## config.mk

```make
export PLATFORM = sky130hd
export DESIGN_NAME = fetch_stage_flat
export DESIGN_NICKNAME = d
export VERILOG_FILES = /design/src/rtl/fetch_stage_if.sv /design/src/rtl/fetch_stage.sv /design/src/flat_wrapper.sv
export SDC_FILE = /design/constraint.sdc
export NUM_CORES = 1
export LEC_CHECK = 0
export ABC_AREA = 1
export BUFFER_PORTS_ARGS = -buffer_cell sky130_fd_sc_hd__buf_4
export CAP_MARGIN = 5
export CORE_MARGIN = 4
export CORE_UTILIZATION = 47
export CTS_CLUSTER_SIZE = 20
export DETAILED_ROUTE_END_ITERATION = 8
export PLACE_DENSITY = 0.85
export SLEW_MARGIN = 15
export SYNTH_ARGS = -nofsm -noshare
export SYNTH_HDL_FRONTEND = slang
export SYNTH_SLANG_ARGS = --single-unit
export TNS_END_PERCENT = 5
```

## constraint.sdc

```tcl
create_clock -name clk -period 2.3 [get_ports clk]
set_input_delay 0.69 -clock clk [delete_from_list [all_inputs] [get_ports clk]]
set_output_delay 0.69 -clock clk [all_outputs]
set_load 0.005 [all_outputs]
```

## src/rtl/fetch_stage_if.sv

```systemverilog
// fetch_stage_if: instruction SRAM port plus the IF-to-ID handshake and branch redirect
interface fetch_stage_if;
  logic        inst_sram_en;
  logic [3:0]  inst_sram_we;
  logic [31:0] inst_sram_addr;
  logic [31:0] inst_sram_wdata;
  logic [31:0] inst_sram_rdata;
  logic        id_allowin;
  logic        br_taken;
  logic [31:0] br_target;
  logic        if_to_id_valid;
  logic [63:0] if_to_id_zip;
  modport master (
    output inst_sram_en, inst_sram_we, inst_sram_addr, inst_sram_wdata, if_to_id_valid, if_to_id_zip,
    input  inst_sram_rdata, id_allowin, br_taken, br_target
  );
  modport slave (
    input  inst_sram_en, inst_sram_we, inst_sram_addr, inst_sram_wdata, if_to_id_valid, if_to_id_zip,
    output inst_sram_rdata, id_allowin, br_taken, br_target
  );
endinterface

```

## src/rtl/fetch_stage.sv

```systemverilog
// fetch_stage: pre-IF/IF stage, drives the 1-cycle instruction SRAM and buffers the fetched word under decode stalls
module fetch_stage #(
  parameter logic [31:0] RESET_PC = 32'h1c000000
) (
  input logic            clk,
  input logic            resetn,
  fetch_stage_if.master  bus
);
  logic        if_valid_q, if_valid_d;
  logic        buf_valid_q, buf_valid_d;
  logic [31:0] if_pc_q, if_pc_d;
  logic [31:0] inst_buf_q, inst_buf_d;
  logic        if_allowin, req, capture;
  logic [31:0] next_pc;
  assign if_allowin = ~if_valid_q | bus.id_allowin | bus.br_taken;
  assign next_pc    = bus.br_taken ? bus.br_target : if_pc_q + 32'd4;
  assign req        = resetn & if_allowin;
  // SRAM data lives for one cycle only, so hold it while decode stalls
  assign capture    = if_valid_q & ~buf_valid_q & ~bus.id_allowin & ~bus.br_taken;
  always_comb begin
    if_valid_d  = req ? 1'b1 : if_valid_q;
    if_pc_d     = req ? next_pc : if_pc_q;
    buf_valid_d = req ? 1'b0 : (capture ? 1'b1 : buf_valid_q);
    inst_buf_d  = capture ? bus.inst_sram_rdata : inst_buf_q;
  end
  always_ff @(posedge clk) begin
    if (!resetn) begin
      if_valid_q  <= 1'b0;
      buf_valid_q <= 1'b0;
      if_pc_q     <= RESET_PC - 32'd4;
      inst_buf_q  <= 32'd0;
    end else begin
      if_valid_q  <= if_valid_d;
      buf_valid_q <= buf_valid_d;
      if_pc_q     <= if_pc_d;
      inst_buf_q  <= inst_buf_d;
    end
  end
  assign bus.inst_sram_en    = req;
  assign bus.inst_sram_we    = 4'b0;
  assign bus.inst_sram_addr  = next_pc;
  assign bus.inst_sram_wdata = 32'b0;
  assign bus.if_to_id_valid  = resetn & if_valid_q & ~bus.br_taken;
  assign bus.if_to_id_zip    = {buf_valid_q ? inst_buf_q : bus.inst_sram_rdata, if_pc_q};
endmodule

```

## src/flat_wrapper.sv

```systemverilog
// flat-port wrapper written by rule: the top's interface ports become plain ports
module fetch_stage_flat 
#(
  parameter logic [31:0] RESET_PC = 32'h1c000000
)
  (clk, resetn, bus_inst_sram_en, bus_inst_sram_we, bus_inst_sram_addr, bus_inst_sram_wdata, bus_if_to_id_valid, bus_if_to_id_zip, bus_inst_sram_rdata, bus_id_allowin, bus_br_taken, bus_br_target);
  fetch_stage_if bus_i ();
  input logic clk;
  input logic resetn;
  output wire logic [$bits(bus_i.inst_sram_en)-1:0] bus_inst_sram_en;
  output wire logic [$bits(bus_i.inst_sram_we)-1:0] bus_inst_sram_we;
  output wire logic [$bits(bus_i.inst_sram_addr)-1:0] bus_inst_sram_addr;
  output wire logic [$bits(bus_i.inst_sram_wdata)-1:0] bus_inst_sram_wdata;
  output wire logic [$bits(bus_i.if_to_id_valid)-1:0] bus_if_to_id_valid;
  output wire logic [$bits(bus_i.if_to_id_zip)-1:0] bus_if_to_id_zip;
  input wire logic [$bits(bus_i.inst_sram_rdata)-1:0] bus_inst_sram_rdata;
  input wire logic [$bits(bus_i.id_allowin)-1:0] bus_id_allowin;
  input wire logic [$bits(bus_i.br_taken)-1:0] bus_br_taken;
  input wire logic [$bits(bus_i.br_target)-1:0] bus_br_target;
  assign bus_inst_sram_en = bus_i.inst_sram_en;
  assign bus_inst_sram_we = bus_i.inst_sram_we;
  assign bus_inst_sram_addr = bus_i.inst_sram_addr;
  assign bus_inst_sram_wdata = bus_i.inst_sram_wdata;
  assign bus_if_to_id_valid = bus_i.if_to_id_valid;
  assign bus_if_to_id_zip = bus_i.if_to_id_zip;
  assign bus_i.inst_sram_rdata = bus_inst_sram_rdata;
  assign bus_i.id_allowin = bus_id_allowin;
  assign bus_i.br_taken = bus_br_taken;
  assign bus_i.br_target = bus_br_target;
  fetch_stage #(.RESET_PC(RESET_PC)) u_core (.clk(clk), .resetn(resetn), .bus(bus_i));
endmodule
```

Word-level counts from Yosys, hierarchy flattened
Index checks and enable logic that the tools add are counted.
Widths: inputs -> output; s select.
{"block": "totals", "ff_bits": 66, "latch_bits": 0, "ramBits": 0, "rom_bits": 0, "in_bits": 68, "out_inout_bits": 134, "wordCells": 21, "mem_count": 0}
{"block": "classes", "n_addsub": 1, "mul": 0, "div": 0, "order_cmp": 0, "eq_ne": 0, "shifts": 0, "n_mux": 2, "bitwise_logic": 13, "n_reduce_logical": 1}
{"cell": "$mux 32", "n": 2}
{"cell": "$add 32x3->32 const B", "n": 1}
{"cell": "$and 1x1->1", "n": 6}
{"cell": "$not 1->1", "n": 5}
{"cell": "$or 1x1->1", "n": 2}
{"cell": "$reduce_or 2->1", "n": 1}

Longest topological paths before layout
{"block": "logic_depth", "depth_word": 5, "mapped_depth": 10}

Worst setup path before layout
OpenSTA, ideal clock, no wires.
{"block": "synth_path", "kind": "reg-to-output", "start": "reg u_core.if_pc_q[2]", "end": "out bus_inst_sram_addr[30]", "t_arrival_ns": 1.351, "required_time_ns": 1.610, "setup_slack_ns": 0.259, "stages_incl_launch_ff": 10, "path_buffers": 0, "path_cell_list": "dfxtp_1 > ha_1 > nand2_2 > nor2_4 > nand3_4 > nor2_2 > nand2_1 > nand2_1 > nand3_1 > and2_1"}
{"block": "synth_via", "elab_chain_len": 2}
{"item": "from (decl)", "line_no": "fetch_stage.sv:11", "text": "logic [31:0] if_pc_q, if_pc_d;"}
{"item": "from (signal assigned)", "line_no": "fetch_stage.sv:30", "text": "if_pc_q <= RESET_PC - 32'd4;"}
{"item": "from (signal assigned)", "line_no": "fetch_stage.sv:35", "text": "if_pc_q <= if_pc_d;"}
{"item": "$add 32x3->32", "line_no": "fetch_stage.sv:16", "text": "assign next_pc = bus.br_taken ? bus.br_target : if_pc_q + 32'd4;"}
{"item": "$mux 32", "line_no": "fetch_stage.sv:16"}
{"item": "to (decl)", "line_no": "flat_wrapper.sv:12", "text": "output wire logic [$bits(bus_i.inst_sram_addr)-1:0] bus_inst_sram_addr;"}
No other way between the ends.

Worst setup path after layout
{"block": "layout_path", "start": "reg u_core.if_pc_q[3]", "end": "out bus_inst_sram_addr[27]"}
The elaborated chain is that of the path after synthesis.

==> results.md <==
Floorplanning
* **CORE AREA** 0.00881 mm^2
* **number of ports placed on the die boundary** 202
* **Die Y** 104 um
* **starting density of the core** 0.489
* **total die area** 0.0108 mm^2
* **standard-cell rows** 34
* **die boundary width** 104 um

Placed design
* **I/O Buffers** 165
* **hpwl dp** 9610 um
* **gpl congestion** 0.938
* **dpl ws** -0.0447 ns

Finish
* **Diodes inserted** 0
* **Finished Core Util** 0.699
* **area delta synth->final** 42.8%
* **number of nets in the finished design** 934
* **layout cells sized above 1** 0.369

Synth
* **Cell Area, Synth** 0.00431 mm^2
* **count of different cell masters after synthesis** 33
* **EDFF count, synth** 0
* **Seq cells post-synth** 66
* **register area share after synthesis** 0.307
* **gate count of the mapped netlist** 685
* **Post-synth top flop** dfxtp_1
* **Yosys warning total** 0
* **post-synthesis area per instance** 6.29 um^2
* **Post-synth ARST share** 0

Global routing
* **number of antenna violations at the first check in global routing** 0
* **total gr overflow** 0
* **pin count of the biggest net entering global routing** 66
* **global-route usage over all layers** 0.236
* **wire length of the first global-routing pass** 21300 um
* **number of global-route vias before repair** 4488

Clock network
* **clock-pin slew on the worst setup and hold paths** 0.08 ns
* **latest clock arrival within the worst-skew pair** 0.34 ns
* **Longest Clk Path Bufs** 2
* **H-tree depth reported by CTS** 3
* **buffer type at the clock tree root** clkbuf_8
* **CTS Buf Count** 9
* **hold-fix buffer count after cts** 0
* **CTS tree** done
* **CTS sink cnt** 66

Critical path
* **startpoint type of the worst setup path** register
* **WS Path Type** register to output port
* **required time at the endpoint of the critical path** 1.61 ns
* **worst endpoint data arrival time** 1.80 ns
* **nature of the critical path endpoint** output port
* **worst-path maximum fanout** 7

Route
* **violation count after the first detailed-route iteration** 290
* **number of iterations in the first detailed-routing pass** 7
* **total routed wirelength** 13600 um
* **wire per inst** 13.9 um
* **overall via count from detail_route** 4950
* **residual DRC count** 0
* **via density per instance** 5.06
* **final antenna-violating net count** 0

STA
* **f_max** 402 MHz
* **unrepaired setup endpoints after global routing** true
* **final number of setup-violating endpoints** 22
* **final worst path period need** 2.49 ns
* **setup skew after layout** 0.00965 ns
* **final slew viol count** 0
* **Final period util** 1.08
* **hold violation count in the final report** 0
* **post-route setup slack** -0.187 ns

Power
* **PD cells** 590 mW/mm^2
* **peak ir drop on the vdd network** 0.363 mV
* **static power due to leakage** 3.12 nW

Outcome
* **result of the run** finished, violations left
* **violations in the final reports** negative setup slack

Job
* **# Max-Cap Violations** 0

Worst hold path
* **path type of the worst min-delay path** register to register

-- worst paths after layout --
check                                      startpoint                      to  slack [ns]  cells after the start
worst max-delay path                u_core.if_pc_q[3]  bus_inst_sram_addr[27]       -0.19                      9
worst min-delay path            u_core.inst_buf_q[16]   u_core.inst_buf_q[16]        0.45                      2
worst max register to register     u_core.buf_valid_q   u_core.inst_buf_q[13]        0.76                      6
worst min register to register  u_core.inst_buf_q[16]   u_core.inst_buf_q[16]        0.45                      2
-- cells in the mapped netlist (2+ instances only) --
cell type | instances | area (um^2)
and2_1 | 7 | 43.8
nand2_4 | 3 | 33.8
buf_4 | 36 | 270
nand2_1 | 169 | 634
o21ai_2 | 4 | 35.0
nor2_8 | 2 | 40.0
or2_2 | 9 | 56.3
o21ai_0 | 80 | 400
inv_2 | 5 | 18.8
dfxtp_1 | 66 | 1320
nor2_4 | 6 | 67.6
a21oi_1 | 39 | 195
nand3_1 | 50 | 250
clkbuf_1 | 18 | 67.6
inv_1 | 97 | 364
nor2_1 | 37 | 139
buf_2 | 10 | 50.1
nand3_2 | 3 | 30.0
xor2_1 | 2 | 17.5
nor2_2 | 7 | 43.8
o22ai_1 | 9 | 56.3
nand2_2 | 11 | 68.8
o21ai_1 | 5 | 25.0
-- cell type report --
type | instances | area [um^2]
repair buffers | 199 | 1540
inverters | 102 | 390
flip-flops and latches | 66 | 1370
clock buffers | 11 | 131
clock inverters | 5 | 103
fillers | 727 | 2650
well taps | 108 | 135
multi-input cells | 487 | 2480
-- metrics by stage --
stage                     power [W]  TNS (ns)  hold WS (ns)  instance area [um^2]  instances
final                       0.00363     -2.18         0.446                  6150        978
after global routing        0.00380     -4.57         0.469                  6150        978
after CTS                   0.00355     -2.23         0.451                  6000        971
after detailed placement    0.00233   -0.0728         0.440                  5650        954
after global placement      0.00231  -0.00827         0.433                  5650        954
after floorplan             0.00189         0         0.424                  4440        720
-- repair_timing --
| action | 4_1_cts | 5_1_grt |
|---|---|---|
| hold endpoints to repair | 0 | 0 |
| resized for setup | 43 | 36 |
| pin swaps | 5 | 16 |
| endpoints found under the setup margin | 26 | 26 |
| setup buffers | 1 | 7 |
-- power breakdown --
part	switching (W)	internal (W)	leakage, nW
clock network	0.000464	0.000720	0.114
logic	0.000612	0.000522	2.46
registers	0.0000802	0.00123	0.541
total	0.00116	0.00247	3.12
-- cell families (layout without fill, tap and decap cells) --
kind of cell,count (synthesis),count (layout),share of synthesized area
adder cells (fa/ha/maj),1,1,0.00290
buffers and inverters,167,317,0.180
XOR/XNOR,2,2,0.00407
flip-flops,66,66,0.307
AND/OR/NAND/NOR,308,308,0.335
AO/OA/AOI/OAI,140,140,0.171
other,1,36,0.000870
-- worst max-delay path, stage by stage (launching register included) --
cell and delay [ns]:
dfxtp_4 0.39, nand2_4 0.08, nor2_8 0.18, nand2_8 0.11
nor2_4 0.17, nand2_1 0.07, nand2_1 0.06, nand3_1 0.09
and2_4 0.16, buf_4 0.13
-- sequential cells by signal (all words and copies together) (netlist names) --
name and cells:
u_core.if_pc_q 32, u_core.inst_buf_q 32, u_core.if_valid_q 1, u_core.buf_valid_q 1
-- placed cells by master (no fill, tap or decap), types with 4 or more instances in the layout --
master,instances
dfxtp_1,41
nor2_2,18
nor2_4,10
inv_1,96
nand3_1,48
nand3_2,5
nor2_1,22
o21ai_2,5
or2_2,9
inv_2,4
conb_1,36
dfxtp_4,8
nand2_4,5
nand2_1,161
o21ai_0,79
buf_4,194
and2_1,5
a21oi_1,39
dfxtp_2,17
clkbuf_8,9
o22ai_1,9
o21ai_1,5
nand2_2,16
-- metal layers --
metal,global-route usage,wire [um],vias to the layer above
met5,0,0,-
met4,0.0779,383,0
met3,0.0721,1460,52
met2,0.415,6650,276
met1,0.272,5080,2179
li1,-,-,2443
Power figures use the tool's default switching activity.
